### src/rtl/pan_tilt_stepper_pkg.sv
// Shared types and default timing for the pan/tilt stepper block.
package pan_tilt_stepper_pkg;

    typedef enum logic [1:0] {StIdle, StSetup, StPulse, StGap} axis_state_e;

    localparam int unsigned XPosW = 8;
    localparam int unsigned YPosW = 7;
    localparam int unsigned CntW  = 16;

    localparam int unsigned DefStepDiv  = 1000;
    localparam int unsigned DefPulseW   = 100;
    localparam int unsigned DefDirSetup = 50;
    localparam int unsigned DefXHome    = 128;
    localparam int unsigned DefYHome    = 64;

endpackage

### src/rtl/pan_tilt_stepper_if.sv
// Command fields in, step/dir drive and position status out.
interface pan_tilt_stepper_if;
    import pan_tilt_stepper_pkg::*;

    logic             cmd_valid;
    logic [XPosW-1:0] x_target;
    logic [YPosW-1:0] y_target;
    logic             cmd_enable;
    logic             step_x;
    logic             dir_x;
    logic             step_y;
    logic             dir_y;
    logic [XPosW-1:0] x_pos;
    logic [YPosW-1:0] y_pos;
    logic             busy;

    modport master (
        output cmd_valid, x_target, y_target, cmd_enable,
        input  step_x, dir_x, step_y, dir_y, x_pos, y_pos, busy
    );

    modport slave (
        input  cmd_valid, x_target, y_target, cmd_enable,
        output step_x, dir_x, step_y, dir_y, x_pos, y_pos, busy
    );

endinterface

### src/rtl/pan_tilt_stepper_axis.sv
// One stepper axis: walks pos toward tgt with paced step pulses and a dir setup window.
module pan_tilt_stepper_axis
    import pan_tilt_stepper_pkg::*;
#(
    parameter int unsigned       POS_W     = 8,
    parameter logic [POS_W-1:0]  HOME      = '0,
    parameter int unsigned       STEP_DIV  = DefStepDiv,
    parameter int unsigned       PULSE_W   = DefPulseW,
    parameter int unsigned       DIR_SETUP = DefDirSetup
) (
    input  logic             clk,
    input  logic             reset,
    input  logic [POS_W-1:0] tgt,
    input  logic             enable,
    output logic             step,
    output logic             dir,
    output logic [POS_W-1:0] pos,
    output logic             active
);

    // Terminal counts; each timed state lasts (last + 1) cycles.
    localparam logic [CntW-1:0]  SetupLast = CntW'(DIR_SETUP - 1);
    localparam logic [CntW-1:0]  PulseLast = CntW'(PULSE_W - 1);
    localparam logic [CntW-1:0]  GapLast   = CntW'(STEP_DIV - PULSE_W - 1);
    localparam logic [POS_W-1:0] PosOne    = POS_W'(1);

    axis_state_e      state_q, state_d;
    logic [CntW-1:0]  cnt_q, cnt_d;
    logic [POS_W-1:0] pos_q, pos_d, tgt_q;
    logic             en_q, dir_q, dir_d, step_q, step_d;
    logic             need_move, need_dir;

    // Decisions see a registered copy of target/enable, keeping the compare off the latch path.
    always_ff @(posedge clk or negedge reset) begin
        if (!reset) begin
            tgt_q <= HOME;
            en_q  <= 1'b1;
        end else begin
            tgt_q <= tgt;
            en_q  <= enable;
        end
    end

    assign need_move = en_q && (tgt_q != pos_q);
    assign need_dir  = tgt_q > pos_q;

    // Axis state, cycle counter, position and step/dir registers.
    always_ff @(posedge clk or negedge reset) begin
        if (!reset) begin
            state_q <= StIdle;
            cnt_q   <= '0;
            pos_q   <= HOME;
            dir_q   <= 1'b0;
            step_q  <= 1'b0;
        end else begin
            state_q <= state_d;
            cnt_q   <= cnt_d;
            pos_q   <= pos_d;
            dir_q   <= dir_d;
            step_q  <= step_d;
        end
    end

    // Next-state: IDLE and end of GAP are the only points where target/enable are consulted.
    always_comb begin
        state_d = state_q;
        cnt_d   = cnt_q + CntW'(1);
        pos_d   = pos_q;
        dir_d   = dir_q;
        step_d  = step_q;
        unique case (state_q)
            StIdle: begin
                cnt_d = '0;
                if (need_move) begin
                    dir_d   = need_dir;
                    state_d = StSetup;
                end
            end
            StSetup: begin
                if (cnt_q == SetupLast) begin
                    cnt_d   = '0;
                    step_d  = 1'b1;
                    state_d = StPulse;
                end
            end
            StPulse: begin
                if (cnt_q == PulseLast) begin
                    cnt_d   = '0;
                    step_d  = 1'b0;
                    pos_d   = dir_q ? pos_q + PosOne : pos_q - PosOne;
                    state_d = StGap;
                end
            end
            StGap: begin
                if (cnt_q == GapLast) begin
                    cnt_d = '0;
                    if (!need_move) begin
                        state_d = StIdle;
                    end else if (need_dir == dir_q) begin
                        step_d  = 1'b1;
                        state_d = StPulse;
                    end else begin
                        dir_d   = need_dir;
                        state_d = StSetup;
                    end
                end
            end
            default: state_d = StIdle;
        endcase
    end

    assign step   = step_q;
    assign dir    = dir_q;
    assign pos    = pos_q;
    assign active = (state_q != StIdle);

endmodule

### src/rtl/pan_tilt_stepper.sv
// Pan/tilt stepper controller: latches absolute targets and drives two independent axes.
module pan_tilt_stepper
    import pan_tilt_stepper_pkg::*;
#(
    parameter int unsigned STEP_DIV  = DefStepDiv,
    parameter int unsigned PULSE_W   = DefPulseW,
    parameter int unsigned DIR_SETUP = DefDirSetup,
    parameter int unsigned X_HOME    = DefXHome,
    parameter int unsigned Y_HOME    = DefYHome
) (
    input logic               clk,
    input logic               reset,
    pan_tilt_stepper_if.slave bus
);

    logic [XPosW-1:0] x_tgt_q;
    logic [YPosW-1:0] y_tgt_q;
    logic             enable_q, busy_q;
    logic             x_active, y_active;

    // Command latch: enable always follows the command, targets only when it is enabled.
    always_ff @(posedge clk or negedge reset) begin
        if (!reset) begin
            x_tgt_q  <= XPosW'(X_HOME);
            y_tgt_q  <= YPosW'(Y_HOME);
            enable_q <= 1'b1;
        end else if (bus.cmd_valid) begin
            enable_q <= bus.cmd_enable;
            if (bus.cmd_enable) begin
                x_tgt_q <= bus.x_target;
                y_tgt_q <= bus.y_target;
            end
        end
    end

    // Busy is a registered OR of both axes being out of IDLE.
    always_ff @(posedge clk or negedge reset) begin
        if (!reset) begin
            busy_q <= 1'b0;
        end else begin
            busy_q <= x_active | y_active;
        end
    end

    pan_tilt_stepper_axis #(
        .POS_W     (XPosW),
        .HOME      (XPosW'(X_HOME)),
        .STEP_DIV  (STEP_DIV),
        .PULSE_W   (PULSE_W),
        .DIR_SETUP (DIR_SETUP)
    ) u_pan (
        .clk    (clk),
        .reset  (reset),
        .tgt    (x_tgt_q),
        .enable (enable_q),
        .step   (bus.step_x),
        .dir    (bus.dir_x),
        .pos    (bus.x_pos),
        .active (x_active)
    );

    pan_tilt_stepper_axis #(
        .POS_W     (YPosW),
        .HOME      (YPosW'(Y_HOME)),
        .STEP_DIV  (STEP_DIV),
        .PULSE_W   (PULSE_W),
        .DIR_SETUP (DIR_SETUP)
    ) u_tilt (
        .clk    (clk),
        .reset  (reset),
        .tgt    (y_tgt_q),
        .enable (enable_q),
        .step   (bus.step_y),
        .dir    (bus.dir_y),
        .pos    (bus.y_pos),
        .active (y_active)
    );

    assign bus.busy = busy_q;

endmodule
### src/flat_wrapper.sv
// flat-port wrapper written by rule: the top's interface ports become plain ports
module pan_tilt_stepper_flat import pan_tilt_stepper_pkg::*;
#(
    parameter int unsigned STEP_DIV  = DefStepDiv,
    parameter int unsigned PULSE_W   = DefPulseW,
    parameter int unsigned DIR_SETUP = DefDirSetup,
    parameter int unsigned X_HOME    = DefXHome,
    parameter int unsigned Y_HOME    = DefYHome
)
  (clk, reset, bus_cmd_valid, bus_x_target, bus_y_target, bus_cmd_enable, bus_step_x, bus_dir_x, bus_step_y, bus_dir_y, bus_x_pos, bus_y_pos, bus_busy);
  pan_tilt_stepper_if bus_i ();
  input logic clk;
  input logic reset;
  input wire logic [$bits(bus_i.cmd_valid)-1:0] bus_cmd_valid;
  input wire logic [$bits(bus_i.x_target)-1:0] bus_x_target;
  input wire logic [$bits(bus_i.y_target)-1:0] bus_y_target;
  input wire logic [$bits(bus_i.cmd_enable)-1:0] bus_cmd_enable;
  output wire logic [$bits(bus_i.step_x)-1:0] bus_step_x;
  output wire logic [$bits(bus_i.dir_x)-1:0] bus_dir_x;
  output wire logic [$bits(bus_i.step_y)-1:0] bus_step_y;
  output wire logic [$bits(bus_i.dir_y)-1:0] bus_dir_y;
  output wire logic [$bits(bus_i.x_pos)-1:0] bus_x_pos;
  output wire logic [$bits(bus_i.y_pos)-1:0] bus_y_pos;
  output wire logic [$bits(bus_i.busy)-1:0] bus_busy;
  assign bus_i.cmd_valid = bus_cmd_valid;
  assign bus_i.x_target = bus_x_target;
  assign bus_i.y_target = bus_y_target;
  assign bus_i.cmd_enable = bus_cmd_enable;
  assign bus_step_x = bus_i.step_x;
  assign bus_dir_x = bus_i.dir_x;
  assign bus_step_y = bus_i.step_y;
  assign bus_dir_y = bus_i.dir_y;
  assign bus_x_pos = bus_i.x_pos;
  assign bus_y_pos = bus_i.y_pos;
  assign bus_busy = bus_i.busy;
  pan_tilt_stepper #(.STEP_DIV(STEP_DIV), .PULSE_W(PULSE_W), .DIR_SETUP(DIR_SETUP), .X_HOME(X_HOME), .Y_HOME(Y_HOME)) u_core (.clk(clk), .reset(reset), .bus(bus_i));
endmodule
### config.mk
export PLATFORM = sky130hd
export DESIGN_NAME = pan_tilt_stepper_flat
export DESIGN_NICKNAME = d
export VERILOG_FILES = /design/src/rtl/pan_tilt_stepper_pkg.sv /design/src/rtl/pan_tilt_stepper_if.sv /design/src/rtl/pan_tilt_stepper_axis.sv /design/src/rtl/pan_tilt_stepper.sv /design/src/flat_wrapper.sv
export SDC_FILE = /design/constraint.sdc
export NUM_CORES = 1
export LEC_CHECK = 0
export BUFFER_PORTS_ARGS = -buffer_cell sky130_fd_sc_hd__buf_2
export CAP_MARGIN = 20
export CORE_ASPECT_RATIO = 0.8
export CORE_MARGIN = 2
export CORE_UTILIZATION = 45
export DETAILED_ROUTE_END_ITERATION = 7
export HOLD_SLACK_MARGIN = 0.12
export PLACE_DENSITY = 0.73
export SLEW_MARGIN = 10
export SYNTH_ARGS = -nofsm -noshare
export SYNTH_HDL_FRONTEND = slang
export SYNTH_SLANG_ARGS = --single-unit
### constraint.sdc
create_clock -name clk -period 6.7 [get_ports clk]
set_clock_uncertainty 0.15 [all_clocks]
set_input_delay 1.34 -clock clk [delete_from_list [all_inputs] [get_ports clk]]
set_output_delay 1.34 -clock clk [all_outputs]
set_load 0.005 [all_outputs]
==> results of run 1 <==
flip-flops by register name (all words and copies together), names as in the netlist:
name and cells:
u_core.u_pan.cnt_q 16, u_core.u_tilt.cnt_q 16, u_core.u_pan.pos 8, u_core.u_pan.tgt_q 8
u_core.x_tgt_q 8, u_core.u_tilt.pos 7, u_core.u_tilt.tgt_q 7, u_core.y_tgt_q 7
u_core.u_pan.state_q 2, u_core.u_tilt.state_q 2, u_core.bus.busy 1, u_core.enable_q 1
u_core.u_pan.dir 1, u_core.u_pan.en_q 1, u_core.u_pan.step 1, u_core.u_tilt.dir 1
u_core.u_tilt.step 1
synth_stat cells (all sizes together), types with 2 or more instances:
master,count,area (um2)
xnor2,20,175.2
xor2,24,210.2
a211oi,2,15.01
nand2b,2,20.02
or3,3,18.77
dfstp,8,210.2
nand4,4,25.02
and2,4,25.02
o21ai,21,108.9
clkbuf,4,15.01
o21bai,2,15.01
fa,2,40.04
a31oi,4,40.04
dfrtp,80,2002
nand2,40,150.1
ha,30,375.4
and3,6,38.79
nor4,5,46.29
o211ai,2,15.01
nand3,15,75.07
a21oi,15,75.07
mux2,18,202.7
nor3,7,51.30
and4,4,36.29
inv,33,123.9
buf,4,28.78
a21o,5,37.54
or4,3,26.27
nor2,56,210.2
report_power, final:
part | leakage [nW] | internal [mW] | total [mW] | switching, mW
logic | 1.17 | 0.156 | 0.372 | 0.217
clock network | 0.144 | 0.263 | 0.493 | 0.229
registers | 1.11 | 0.600 | 0.665 | 0.0655
total | 2.43 | 1.02 | 1.53 | 0.511
kinds of logic (layout without fill, tap and decap cells):
| kind of cell | Yosys count | in the layout |
|---|---|---|
| XOR/XNOR | 44 | 44 |
| adder cells (fa/ha/maj) | 32 | 32 |
| buffers and inverters | 41 | 88 |
| multiplexers | 19 | 19 |
| AO/OA/AOI/OAI | 63 | 63 |
| AND/OR/NAND/NOR | 153 | 153 |
| flip-flops | 88 | 88 |
through the flow:
step	hold slack, ps	utilization, %	cell area, um2
finish	217.2	53.32	5209
global route	228.6	53.32	5209
CTS	219.4	53.11	5189
detailed placement	207.9	50.04	4888
global placement	206.9	50.04	4888
floorplan	198.6	-	4569
worst paths after layout:
path	startpoint	end	slack [ps]
min in group asynchronous	reset	u_core.u_tilt.pos[2]	820
hold reg to reg	u_core.y_tgt_q[6]	u_core.u_tilt.tgt_q[6]	220
max in group asynchronous	reset	u_core.u_pan.tgt_q[7]	4910
setup / recovery	u_core.u_pan.pos[7]	bus_x_pos[7]	4200
hold / removal	u_core.y_tgt_q[6]	u_core.u_tilt.tgt_q[6]	220
setup reg to reg	u_core.u_pan.pos[7]	u_core.u_pan.step	4230
cell type report:
cell class                      instances  area, um2  share of cell area [%]
Sequential cell                        88       2212                   42.47
Multi-Input combinational cell        311       2190                   42.04
Clock buffer                            9      225.2                   4.324
Timing Repair Buffer                   39      212.7                   4.084
Tap cell                              136      170.2                   3.267
Inverter                               33      123.9                   2.378
Clock inverter                          7      75.07                   1.441
metal layers:
layer / global-route usage (%) / share of wire, % / vias to the layer above
li1: - / - / 1592
met1: 23.37 / 48 / 1549
met2: 26.65 / 47 / 56
met3: 5.290 / 3.7 / 6
met4: 5.000 / 0.88 / 0
met5: 0 / 0 / -
==> results.toml, run 1 <==
[run_status]
outcome = "finished clean"

[logic_synthesis]
synth.net_count = 491
synth_edf_count = 0
synth_top_family_by_area = "simple AND/OR/NAND/NOR gates"
ys_types = 57
synthArstFlopShare_pct = 100.0
synth_fa_ha_area_share_pct = 9.091
syn_area_um2 = 4569
ys_warn_count = 0
synth_compound_area_share_pct = 9.228
ys_ff_latch = 88
ys.flop_type = "dfrtp_1"
yosys.area_share.simple_pct = 16.51
ys_seq_area_share_pct = 48.41
muxShareOfSynthArea_pct = 4.655
syn_avg_cell_area_um2 = 10.38
synth_xor_area_share_pct = 8.434
postSynthCellCount = 440

[timing]
setup_ws_ps = 4199
maxSlewHeadroom_pct = 56.48
tightest_slew_ps = 652.7
finalSetupViolCount = 0
rsz0062_at_grt = "false"
min_period_ps = 2501
fin_crit_sh_pct = 37.32
finalHoldViolCount = 0
fmax_mhz = 399.9
setup_tns_ps = 0
slew_violations = 0

[placement]
place_ws_ps = 4108
dpl.cell_count = 606
routabilityCongestion = 0.8358
io_buffer_count = 38
post-dp-hpwl_um = 6204

[cells_and_area]
final_cell_mix = "80 x dfrtp_1, 56 x nor2_1, 40 x nand2_1, 37 x buf_2, 33 x inv_1"
layout_commonest_cell = "dfrtp_1"
fillCellCount = 876
nets = 533
final_cells = 623
syn_to_final_growth_pct = 13.99
antennaDiodeCount = 0
drive_gt1_share_pct = 19.10

[routing]
drt_iter0_markers = 144
viasPerCell = 5.141
drt-total-wl_um = 8426
drtPass1Iterations = 4
antenna_left = 0
post-route-drc-count = 0
avgRoutedWirePerCell_um = 13.52
dr_total_vias = 3203

[grt]
first_global_vias = 3198
grt_overflow = 0
grt_max_degree = 89
grt_pass1_wl_um = 14800
grt_antenna_before_repair = 0
grt.total_usage_pct = 17.21

[clock_network]
cts_resized = 0
clock_latency_ps = 340
htreeDepth = 3
clk_path_buf_depth = 2
post_cts_buffers = 0
clkTransAtPathRegs_ps = 70
root_buffer = "clkbuf_16"
tritoncts = "built"
holdBufCountCts = 0
cts_buffers = 9
cts.sinks = 88

[setup_path]
worst_path_largest_cell_delay_ps = 550
crit_cells = 1
slowest_stage = "dfstp_2"
crit_chain = "buf_2"
critPathKind = "reg2out"
endpoint_kind = "primary output"
path_buf_inv = 1
worstRegToRegCells = 8
worstPathRequired_ps = 5210
crit_fanout = 3
critical-path-top-delay-family = "flip-flops"
cp-start-kind = "flop"
arrival_ps = 1010

[worst_hold_path]
hold_path.class = "reg2reg"
hold_depth = 0

[flow_run]
maxCapViolCount = 0

[floorplan]
initial_core_util_pct = 46.77
die_width_um = 116.7
dieArea_um2 = 10980
fp.coreArea_um2 = 9769
pin_count = 39
rows = 32
die_height_um = 94.13

[power]
power.density_nw_per_um2 = 293.7
total_power_mw = 1.530
power_leakage_nw = 2.426
peakVddDrop_mv = 0.1521
(Power assumes the default switching activity.)
==> inputs of run 2 (changes only) <==
==> constraint.sdc (replaced) <==
create_clock -name clk -period 2.5 [get_ports clk]
set_clock_uncertainty 0.15 [all_clocks]
set_input_delay 0.5 -clock clk [delete_from_list [all_inputs] [get_ports clk]]
set_output_delay 0.5 -clock clk [all_outputs]
set_load 0.005 [all_outputs]
==> run 2 against run 1 <==
Against the previous run:
- first-iteration DRC count up 23%
- clock power increased to 2.7 times the previous value
- die area did not move
- largest cell class is now multi-input gates
- largest power group unchanged
==> results.toml, run 2 (synthesis results as in run 1) <==
[setup_path]
cp-start-kind = "flop"
critPathKind = "reg2reg"
arrival_ps = 2450
worstPathRequired_ps = 2600
slowest_stage = "dfstp_2"
worst_path_largest_cell_delay_ps = 550
crit_fanout = 3
crit_chain = "inv_1, ha_1, a21oi_2, o21ai_1, or4_1, a31oi_2, nor2_1, o32ai_1"
endpoint_kind = "flop"

[timing]
tightest_slew_ps = 623.5
maxSlewHeadroom_pct = 58.33
setup_tns_ps = 0
fin_crit_sh_pct = 94.00
min_period_ps = 2350
slew_violations = 0
finalHoldViolCount = 0
setup_ws_ps = 150.0
finalSetupViolCount = 0
fmax_mhz = 425.5

[power]
power_leakage_nw = 2.491
swShare_pct = 33.46
switching_power_mw = 1.404
peakVddDrop_mv = 0.6235
power.share.sequential_pct = 41.9
p_int_mw = 2.791
clkPwrFrac_pct = 31.6
power.density_nw_per_um2 = 789.5
comb_power_share_pct = 26.5

[floorplan]
initial_core_util_pct = 46.77
fp.coreArea_um2 = 9769
pin_count = 39
dieArea_um2 = 10980
rows = 32
die_height_um = 94.13
die_width_um = 116.7

[grt]
grt_use_met1_pct = 24.57
grt_pass1_wl_um = 15140
grt.total_usage_pct = 17.89
met2_usage_pct = 27.47
grt_overflow = 0
grt_max_degree = 41
grt.met3_usage_pct = 4.968
grt-busiest-layer = "met2"
grt_antenna_before_repair = 0
first_global_vias = 3243

[cells_and_area]
syn_to_final_growth_pct = 16.29
layout_commonest_cell = "dfrtp_1"
final_cell_mix = "80 x dfrtp_1, 56 x nor2_1, 40 x nand2_1, 37 x buf_2, 33 x inv_1"
largestRegisters = "u_core.u_pan.cnt_q x16, u_core.u_tilt.cnt_q x16"
nets = 544
drive_gt1_share_pct = 21.49
final_cells = 634
antennaDiodeCount = 0
fillCellCount = 914

[clock_network]
root_buffer = "clkbuf_16"
clock_latency_ps = 350
post_cts_buffers = 0
htreeDepth = 3
cts.sinks = 88
clkTransAtPathRegs_ps = 70
cts_buffers = 9
tritoncts = "built"
clk_path_buf_depth = 2

[worst_hold_path]
hold_path.class = "in2reg"

[routing]
drtPass1Iterations = 4
drt_iter0_markers = 177
drt-total-wl_um = 8766
dr_total_vias = 3221
post-route-drc-count = 0
antenna_left = 0
avgRoutedWirePerCell_um = 13.83
viasPerCell = 5.080

[placement]
post-dp-hpwl_um = 6374
dpl.cell_count = 617
place_ws_ps = 66.75
routabilityCongestion = 0.8607
io_buffer_count = 38

[run_status]
outcome = "finished clean"

[flow_run]
maxCapViolCount = 0
## run 2: layout make-up
type	instances	area (um2)	area share [%]
multi-input combinational	311	2213	41.65
sequential	88	2212	41.63
timing repair buffer	50	297.8	5.604
clock buffer	9	225.2	4.238
tap	136	170.2	3.202
inverter	33	123.9	2.331
clock inverter	7	71.32	1.342
## run 2: worst max-delay path: cells and delay by family (launching register included)
family	cells	cell delay, ps
AOI/OAI and AO/OA	4	630
adders and majority gates	1	320
buffers and inverters	1	40
DFF	1	550
and+or+nand+nor	2	580
## run 2: through the flow
stage	power [mW]	util [%]	hold slack (ps)	cell area, um2
2_1_floorplan	2.561	-	54.41	4569
3_3_place_gp	2.813	51.01	205.9	4984
3_5_place_dp	2.863	51.01	208.7	4984
4_1_cts	4.208	54.15	173.9	5290
5_1_grt	4.454	54.39	181.0	5314
6_report	4.195	54.39	187.6	5314
## run 2: path summary, 6_finish.rpt
check / slack, ps / startpoint / endpoint / depth (start not counted)
setup / recovery: 150 / u_core.u_pan.pos[7] / u_core.u_pan.step / 8
hold / removal: 190 / bus_cmd_valid / u_core.enable_q / 2
setup reg to reg: 150 / u_core.u_pan.pos[7] / u_core.u_pan.step / 8
max in group asynchronous: 1090 / reset / u_core.u_tilt.pos[6] / 3
hold reg to reg: 220 / u_core.enable_q / u_core.u_pan.en_q / 0
min in group asynchronous: 490 / reset / u_core.u_tilt.pos[3] / 2
## run 2: power groups by stage
stage          clock network [mW]  registers [mW]  logic, mW
4_1_cts                      1.36            1.76       1.09
5_1_grt                      1.43            1.78       1.25
6_report                     1.33            1.76       1.11
2_1_floorplan                   0            1.75      0.806
3_5_place_dp                    0            1.78       1.08
3_3_place_gp                    0            1.77       1.04
## run 2: per-layer routing
metal  vias up  routed length, um
met5         -                  0
met1      1542               4119
met2        59               4155
met3         8                379
met4         0                112
li1       1612                  -
## run 2: timing repair
item | 4_1_cts | 5_1_grt
setup endpoints to repair | 0 | 2
resized for setup | 0 | 5
hold buffers | 1 | 0
hold endpoints to repair | 30 | 0
==> inputs of run 3 (changes only) <==
--- a/config.mk
+++ b/config.mk
@@ -12,8 +12,9 @@
 export CORE_UTILIZATION = 45
 export DETAILED_ROUTE_END_ITERATION = 7
 export HOLD_SLACK_MARGIN = 0.12
-export PLACE_DENSITY = 0.73
+export PLACE_DENSITY = 0.75
 export SLEW_MARGIN = 10
 export SYNTH_ARGS = -nofsm -noshare
 export SYNTH_HDL_FRONTEND = slang
+export SYNTH_HIERARCHICAL = 1
 export SYNTH_SLANG_ARGS = --single-unit
==> constraint.sdc (replaced) <==
create_clock -name clk -period 2.1 [get_ports clk]
set_clock_uncertainty 0.15 [all_clocks]
set_input_delay 0.42 -clock clk [delete_from_list [all_inputs] [get_ports clk]]
set_output_delay 0.42 -clock clk [all_outputs]
set_load 0.005 [all_outputs]
==> run 3 against run 2 <==
Against the previous run:
- the run now ends with setup timing left
- sequential share of layout area down 4.2 points
- via count up 9.9%
- sequential power up 23%
- maximum frequency up 7.6%
- area after synthesis up 3.3%
- critical path depth down 1
- design area up 13%
- global-route usage up 0.47 points
- total power up 31%
- synthesized cell count down 3.9%
==> results.toml, run 3 <==
[power]
switching_power_mw = 1.773
p_int_mw = 3.730
swShare_pct = 32.21
peakVddDrop_mv = 0.6260
power_leakage_nw = 2.772
comb_power_share_pct = 31.6
power.share.sequential_pct = 39.4
power.density_nw_per_um2 = 918.1
clkPwrFrac_pct = 29.0
total_power_mw = 5.503

[setup_path]
cp-start-kind = "flop"
arrival_ps = 2260
crit_chain = "inv_2, ha_4, nand4_1, a21oi_2, or4_4, a41oi_2, a21boi_1"
worst_path_largest_cell_delay_ps = 570
slowest_stage = "or4_4"
path_buf_inv = 1
critPathKind = "reg2reg"
worstPathRequired_ps = 2170
crit_fanout = 3
critical-path-top-delay-family = "simple AND/OR/NAND/NOR gates"
endpoint_kind = "flop"

[placement]
dpl.cell_count = 630
io_buffer_count = 38
place_ws_ps = -127.2
routabilityCongestion = 0.8032
post-dp-hpwl_um = 6997

[routing]
drt-total-wl_um = 10220
drt_iter0_markers = 214
post-route-drc-count = 0
drtPass1Iterations = 4
viasPerCell = 5.331
avgRoutedWirePerCell_um = 15.39
dr_total_vias = 3540
antenna_left = 0

[floorplan]
pin_count = 39
dieArea_um2 = 11330
die_width_um = 118.5
rows = 33
die_height_um = 95.61
initial_core_util_pct = 46.10
fp.coreArea_um2 = 10240

[cells_and_area]
post-route-util_pct = 58.53
layout_commonest_cell = "dfrtp_1"
final_cells = 664
multi_input_area_um2 = 2551
nets = 570
seq_area_um2 = 2245
final_cell_mix = "75 x dfrtp_1, 49 x buf_4, 48 x nor2_1, 37 x buf_2, 25 x ha_1"
antennaDiodeCount = 0
largestRegisters = "u_core/u_pan/cnt_q x16, u_core/u_tilt/cnt_q x16"
fillCellCount = 847
drive_gt1_share_pct = 35.50
syn_to_final_growth_pct = 26.95

[grt]
grt_overflow = 0
grt_max_degree = 46
first_global_vias = 3499
grt_pass1_wl_um = 16550
grt.total_usage_pct = 18.36
grt_antenna_before_repair = 0

[timing]
tightest_slew_ps = 474.4
min_period_ps = 2183
maxSlewHeadroom_pct = 68.38
slew_violations = 0
setup_ws_ps = -83.43
setup_tns_ps = -156.8
finalSetupViolCount = 4
rsz0062_at_grt = "true"
finalHoldViolCount = 0
fmax_mhz = 458.0
fin_crit_sh_pct = 104.0

[logic_synthesis]
synth_largest_area_cell = "dfrtp_1"
synth.net_count = 474
ys_ff_latch = 89
ys_types = 59
synthArstFlopShare_pct = 100.0
syn_avg_cell_area_um2 = 11.16
ys.flop_type = "dfrtp_1"
ys_warn_count = 6
synth_top_area_share_pct = 42.41
ys_seq_area_share_pct = 47.42
synth_most_common_cell = "dfrtp_1"
synth_edf_count = 0
netlist_top_cells_count = "80 x dfrtp_1, 48 x nor2_1, 30 x ha_1"
syn_area_um2 = 4721
postSynthCellCount = 423
synthTopCellsByArea = "dfrtp_1 42%, ha_1 8.0%, dfstp_2 5.0%, xor2_1 4.3%, nor2_1 3.8%"

[clock_network]
tritoncts = "built"
htreeDepth = 3
cts_buffers = 9
root_buffer = "clkbuf_16"
cts.sinks = 89
clock_latency_ps = 340
clk_path_buf_depth = 2
clkTransAtPathRegs_ps = 60

[run_status]
violations = "setup timing"
outcome = "complete, but fails checks"

[flow_run]
maxCapViolCount = 0

[worst_hold_path]
hold_path.class = "in2reg"
## run 3: cell count changes after synthesis, sizes merged, moves of 4 or more
cell,previous run,this run
mux2i,1,7
or2,0,4
inv,33,24
and4b,0,4
nand2,40,23
o21ai,21,16
nand3,15,9
nand4,4,17
nor2,56,48
## run 3: final timing paths
path | startpoint | endpoint | slack (ps) | cells after the start
max in group asynchronous | reset | u_core/u_pan/cnt_q[2] | 790 | 3
max | u_core/u_tilt/pos[6] | u_core/u_tilt/state_q[0] | -80 | 7
min reg2reg | u_core/y_tgt_q[6] | u_core/u_tilt/tgt_q[6] | 220 | 0
min in group asynchronous | reset | u_core/u_tilt/pos[4] | 350 | 2
min | bus_cmd_valid | u_core/enable_q | 140 | 2
max reg2reg | u_core/u_tilt/pos[6] | u_core/u_tilt/state_q[0] | -80 | 7
## run 3: power groups by stage
| stage | Combinational, mW | Clock (mW) | Sequential [mW] |
|---|---|---|---|
| 3_3_place_gp | 1.41 | 0 | 2.15 |
| 2_1_floorplan | 0.990 | 0 | 2.12 |
| 3_5_place_dp | 1.48 | 0 | 2.17 |
| 4_1_cts | 1.56 | 1.64 | 2.14 |
| 5_1_grt | 1.92 | 1.72 | 2.19 |
| 6_report | 1.74 | 1.60 | 2.17 |
## run 3: logic make-up (layout without fill, tap and decap cells)
logic type	after synthesis	count (layout)	synth area share, %
mux	25	25	6.573
simple gates	139	139	17.07
fa+ha+maj	32	32	8.799
flops	89	89	47.42
compound gates	64	64	9.064
xor+xnor	43	43	7.978
buf+inv	31	132	3.101
## run 3: timing repair
action	CTS	global route
hold buffers	1	0
pin swaps	7	23
resized for setup	18	38
setup endpoints to repair	7	47
hold endpoints to repair	19	0
setup buffers	2	15
## run 3: layout make-up
type | count | share of cell area, %
Multi-Input combinational cell | 303 | 42.57
Clock buffer | 10 | 3.820
Inverter | 24 | 1.503
Timing Repair Buffer | 92 | 10.63
Tap cell | 140 | 2.923
Clock inverter | 6 | 1.106
Sequential cell | 89 | 37.45
## run 3: layer usage
metal,track usage (%),routed length [um],vias up
li1,-,-,1691
met3,5.323,401,16
met4,6.052,156,0
met5,0,0,-
met1,22.81,4591,1756
met2,31.21,5071,77
## run 3: metrics by stage
step	area (um2)	hold WS, ps
global route	5993	141.9
floorplan	4721	-25.59
finish	5993	139.9
global placement	5328	178.6
CTS	5723	133.3
detailed placement	5328	180.4
